===== src/rtl/uart_tx_arbiter.sv =====
// Round-robin arbiter sharing one UART TX line between two byte requesters; frames are timed
// by the 16x sample tick. Define UART_TX_PARITY_EN to insert an even-parity bit before the stop bit.
module uart_tx_arbiter #(
   parameter int TICKS_PER_BIT = 16,
   parameter int DATA_BITS     = 8
) (
   input  logic                 sysclk,
   input  logic                 reset,
   input  logic                 uart_clk,
   input  logic                 req0,
   input  logic [DATA_BITS-1:0] data0,
   input  logic                 req1,
   input  logic [DATA_BITS-1:0] data1,
   output logic                 ack0,
   output logic                 ack1,
   output logic                 owner,
   output logic                 busy,
   output logic                 tx
);

   localparam int CNT_W = (TICKS_PER_BIT > 1) ? $clog2(TICKS_PER_BIT) : 1;
   localparam int IDX_W = (DATA_BITS > 1) ? $clog2(DATA_BITS) : 1;
   localparam logic [CNT_W-1:0] CNT_LAST = CNT_W'(TICKS_PER_BIT - 1);
   localparam logic [IDX_W-1:0] IDX_LAST = IDX_W'(DATA_BITS - 1);

   typedef enum logic [2:0] {
      S_IDLE   = 3'd0,
      S_START  = 3'd1,
      S_DATA   = 3'd2,
`ifdef UART_TX_PARITY_EN
      S_PARITY = 3'd3,
`endif
      S_STOP   = 3'd4
   } state_t;

   state_t                 state_q, state_d;
   logic                   uart_clk_q;
   logic [CNT_W-1:0]       tick_cnt_q, tick_cnt_d;
   logic [IDX_W-1:0]       bit_idx_q, bit_idx_d;
   logic [DATA_BITS-1:0]   shift_q, shift_d;
   logic                   owner_q, owner_d;
   logic                   last_owner_q, last_owner_d;
   logic                   ack0_q, ack0_d;
   logic                   ack1_q, ack1_d;
   logic                   busy_q, busy_d;
   logic                   tx_q, tx_d;
`ifdef UART_TX_PARITY_EN
   logic                   parity_q, parity_d;
`endif

   logic                   tick;
   logic                   bit_done;
   logic                   grant_idx;
   logic [DATA_BITS-1:0]   sel_data;

   // uart_clk is already in the sysclk domain, so a single edge-detect flop suffices.
   assign tick      = uart_clk & ~uart_clk_q;
   assign bit_done  = tick && (tick_cnt_q == CNT_LAST);
   assign grant_idx = (req0 && req1) ? ~last_owner_q : req1;
   assign sel_data  = grant_idx ? data1 : data0;

   always_comb begin
      state_d      = state_q;
      tick_cnt_d   = tick_cnt_q;
      bit_idx_d    = bit_idx_q;
      shift_d      = shift_q;
      owner_d      = owner_q;
      last_owner_d = last_owner_q;
      ack0_d       = 1'b0;
      ack1_d       = 1'b0;
`ifdef UART_TX_PARITY_EN
      parity_d     = parity_q;
`endif

      if (state_q != S_IDLE && tick) begin
         tick_cnt_d = bit_done ? '0 : tick_cnt_q + 1'b1;
      end

      case (state_q)
         S_IDLE: begin
            if (req0 || req1) begin
               shift_d      = sel_data;
               ack0_d       = ~grant_idx;
               ack1_d       = grant_idx;
               owner_d      = grant_idx;
               last_owner_d = grant_idx;
               tick_cnt_d   = '0;
               bit_idx_d    = '0;
               state_d      = S_START;
`ifdef UART_TX_PARITY_EN
               parity_d     = ^sel_data;
`endif
            end
         end
         S_START: begin
            if (bit_done) begin
               state_d   = S_DATA;
               bit_idx_d = '0;
            end
         end
         S_DATA: begin
            if (bit_done) begin
               shift_d = shift_q >> 1;
               if (bit_idx_q == IDX_LAST) begin
                  bit_idx_d = '0;
`ifdef UART_TX_PARITY_EN
                  state_d   = S_PARITY;
`else
                  state_d   = S_STOP;
`endif
               end else begin
                  bit_idx_d = bit_idx_q + 1'b1;
               end
            end
         end
`ifdef UART_TX_PARITY_EN
         S_PARITY: begin
            if (bit_done) state_d = S_STOP;
         end
`endif
         S_STOP: begin
            if (bit_done) state_d = S_IDLE;
         end
         default: state_d = S_IDLE;
      endcase

      // tx is registered from the current state, so each level lags state entry by one cycle.
      case (state_q)
         S_START:  tx_d = 1'b0;
         S_DATA:   tx_d = shift_q[0];
`ifdef UART_TX_PARITY_EN
         S_PARITY: tx_d = parity_q;
`endif
         default:  tx_d = 1'b1;
      endcase

      busy_d = (state_q != S_IDLE) && (state_d != S_IDLE);
   end

   always_ff @(posedge sysclk) begin
      if (reset) begin
         state_q      <= S_IDLE;
         uart_clk_q   <= 1'b0;
         tick_cnt_q   <= '0;
         bit_idx_q    <= '0;
         shift_q      <= '0;
         owner_q      <= 1'b0;
         last_owner_q <= 1'b1;
         ack0_q       <= 1'b0;
         ack1_q       <= 1'b0;
         busy_q       <= 1'b0;
         tx_q         <= 1'b1;
`ifdef UART_TX_PARITY_EN
         parity_q     <= 1'b0;
`endif
      end else begin
         state_q      <= state_d;
         uart_clk_q   <= uart_clk;
         tick_cnt_q   <= tick_cnt_d;
         bit_idx_q    <= bit_idx_d;
         shift_q      <= shift_d;
         owner_q      <= owner_d;
         last_owner_q <= last_owner_d;
         ack0_q       <= ack0_d;
         ack1_q       <= ack1_d;
         busy_q       <= busy_d;
         tx_q         <= tx_d;
`ifdef UART_TX_PARITY_EN
         parity_q     <= parity_d;
`endif
      end
   end

   assign ack0  = ack0_q;
   assign ack1  = ack1_q;
   assign owner = owner_q;
   assign busy  = busy_q;
   assign tx    = tx_q;

endmodule


===== config.mk =====
export PLATFORM = sky130hd
export DESIGN_NAME = uart_tx_arbiter
export DESIGN_NICKNAME = d
export VERILOG_FILES = /design/src/rtl/uart_tx_arbiter.sv
export SDC_FILE = /design/constraint.sdc
export NUM_CORES = 1
export LEC_CHECK = 0
export CAP_MARGIN = 30
export CORE_MARGIN = 5
export CORE_UTILIZATION = 35
export DETAILED_ROUTE_END_ITERATION = 10
export PLACE_DENSITY_LB_ADDON = 0.12
export SETUP_SLACK_MARGIN = 0.2
export SYNTH_ARGS = -nofsm -noshare
export SYNTH_HDL_FRONTEND = slang
export SYNTH_SLANG_ARGS = --single-unit

===== constraint.sdc =====
create_clock -name sysclk -period 1.95 [get_ports sysclk]
set_clock_uncertainty 0.1 [all_clocks]
set_input_delay 0.39 -clock sysclk [delete_from_list [all_inputs] [get_ports sysclk]]
set_output_delay 0.39 -clock sysclk [all_outputs]
set_load 0.01 [all_outputs]

==> results.sh <==
export IMPL_num_nets_final=207
export IMPL_fin_crit_ns=1.67
export IMPL_ys_seq_area_frac=0.379
export IMPL_crit_path_top_delay_cell="clkdlybuf4s50_1"
export IMPL_end_kind="register"
export IMPL_root_buffer="clkbuf_8"
export IMPL_clock_latency_ns=0.27
export IMPL_rows=22
export IMPL_criticalPathCategory="in2reg"
export IMPL_wl_met1_mm=1.46
export IMPL_rsz0062_at_grt="false"
export IMPL_routed_wl_met2_mm=1.40
export IMPL_start_util=0.361
export IMPL_grt_total_usage=0.126
export IMPL_grt_pass1_wl_mm=5.20
export IMPL_post_cts_buffers=0
export IMPL_cts_made_buffers=3
export IMPL_dp_slack_ns=-0.0629
export IMPL_io_pins=26
export IMPL_critPathLaunch="uart_clk"
export IMPL_netlist_area_mm2=0.00132
export IMPL_startpoint_type="primary input"
export IMPL_dp_cells=226
export IMPL_p_total_uw=1060
export IMPL_hold_viol=0
export IMPL_dr_pass1_iters=4
export IMPL_synthFlopType="dfxtp_1"
export IMPL_fillers=370
export IMPL_reg2reg_from="tick_cnt_q[0]"
export IMPL_yosysTopAreaCell="dfxtp_1"
export IMPL_grt_pass1_vias=1160
export IMPL_ir_worst_vdd_mv=0.471
export IMPL_overflow=0
export IMPL_period_share=0.855
export IMPL_htreeDepth=1
export IMPL_grt_max_degree=18
export IMPL_layout_drive_gt1_share=0.192
export IMPL_ys_types=44
export IMPL_drc=0
export IMPL_clk_path_buf_depth=2
export IMPL_status="finished clean"
export IMPL_maxSlewViolCount=0
export IMPL_leakage_uw=0.000686
export IMPL_final_common_cell="clkdlybuf4s50_1"
export IMPL_rr_endpoint="state_q[2]"
export IMPL_dpl_hpwl_mm=2.26
export IMPL_synth_edf_count=0
export IMPL_cts_num_sinks=25
export IMPL_antenna_found_initial=0
export IMPL_place_gp_congestion=0.734
export IMPL_arrival_ns=1.76
export IMPL_setup_ws_ns=0.282
export IMPL_final_cell_mix="clkdlybuf4s50_1, dfxtp_1, buf_4"
export IMPL_topRoutingLayerUsed="met4"
export IMPL_finalWirelength_mm=3.01
export IMPL_path_cells="clkdlybuf4s50_1 > nand2b_1 > nor2_2 > buf_4 > or3b_1 > a211oi_2"
export IMPL_vias_per_cell=5.09
export IMPL_synth_nets=168
export IMPL_fp_dieH_um=71.4
export IMPL_initialDrtViolationCount=43
export IMPL_io_buffers=25
export IMPL_reg2reg_slack_ns=0.31
export IMPL_crit_path_end="state_q[2]"
export IMPL_cts_tree="done"
export IMPL_cp_max_fo=4
export IMPL_cp_required_ns=2.04
export IMPL_fmax_mhz=600
export IMPL_design_core_area_mm2=0.00366
export IMPL_vias=1171
export IMPL_wl_met3_um=122
export IMPL_ant_nets=0
export IMPL_r2r_cells=6
export IMPL_setup_viol=0
export IMPL_synth_cells=144
export IMPL_fin_util=0.485
export IMPL_die_area_mm2=0.00510
export IMPL_yosysWarnings=0
export IMPL_synthToLayoutAreaGrowth_pct=34.5
export IMPL_yosysTopAreaCellShare=0.379
export IMPL_syn_avg_cell_area_um2=9.17
export IMPL_hold_class="reg2reg"
export IMPL_die_w_um=71.4
export IMPL_synthTopCellsByArea="dfxtp_1, mux2i_1, a22o_1, o21ai_0, nand2_1"
export IMPL_tightest_slew_ns=0.457
export IMPL_path_clk_slew_ns=0.09
export IMPL_ys_ff_latch=25
export IMPL_max_stage_delay_ns=0.42
export IMPL_drv_cap=0
export IMPL_slew_headroom=0.695
export IMPL_instances_no_fill=230
export IMPL_power_density_mw_per_mm2=600
export IMPL_synth_async_reset_ratio=0
export IMPL_num_antenna_cells=0
export IMPL_wl_per_cell_um=13.1
-- worst max-delay path, delay by kind of cell --
kind | cells | cell delay, ns
AND/OR/NAND/NOR | 3 | 0.62
buffers and inverters | 2 | 0.56
AO/OA/AOI/OAI | 1 | 0.18
-- worst min path at each step --
stage	slack, ns	end	from	cells after the start
after floorplan	0.34	shift_q[7]	shift_q[7]	2
after global placement	0.35	owner	owner	2
after detailed placement	0.35	owner	owner	2
after CTS	0.37	owner	owner	2
after global routing	0.39	owner	owner	2
final	0.36	owner	owner	2
-- flip-flops by register name, summed over array words and instances (netlist names), 3 cells and up --
register and count:
shift_q 8, tick_cnt_q 4, bit_idx_q 3, state_q 3
-- report_power, final --
group	switching (µW)	internal (µW)	total, µW	leakage, µW
Clock	166	146	312	0.0000228
Sequential	20.7	539	560	0.000205
Combinational	79.0	114	193	0.000458
-- repair_timing --
item,CTS,global route
hold endpoints to repair,0,0
setup endpoints to repair,0,11
gates resized for setup,0,6
hold buffers,0,0
-- logic make-up after synthesis --
logic type | share of synthesized area
and+or+nand+nor | 0.252
AOI/OAI and AO/OA | 0.224
DFF | 0.379
buffers and inverters | 0.0351
muxes | 0.0616
xor gates and xnor gates | 0.0199
adders and majority gates | 0.0284
-- cell type report --
| type | count | area, µm² | area share |
|---|---|---|---|
| clock buffer | 4 | 45.0 | 0.0254 |
| inverter | 1 | 3.75 | 0.00211 |
| multi-input combinational | 111 | 795 | 0.447 |
| sequential | 25 | 502 | 0.283 |
| tap | 48 | 60.1 | 0.0338 |
| timing repair buffer | 41 | 370 | 0.209 |
-- per-layer routing --
| metal | global-route usage | vias to the layer above |
|---|---|---|
| met4 | 0.0438 | 0 |
| met5 | 0 | - |
| met2 | 0.198 | 17 |
| li1 | - | 606 |
| met3 | 0.0393 | 2 |
| met1 | 0.161 | 546 |
-- cells in the mapped netlist (3+ instances only) --
master     n
nor2b_1    3
a21oi_1    6
a22o_1     7
nor3_1     4
dfxtp_1   25
mux2i_1    7
buf_2      4
ha_1       3
nand3_1    6
a211oi_1   4
o21ai_0   10
nor2_1     7
nand2b_1   7
nand2_1   13
or3_1      3
-- through the flow --
stage               hold WS, ns  setup TNS [ns]  cell area, µm²
floorplan                 0.341               0            1320
global placement          0.346          -0.173            1710
detailed placement        0.353          -0.356            1710
CTS                       0.367               0            1750
global route              0.390               0            1780
finish                    0.361               0            1780
Power figures use the tool's default switching activity.
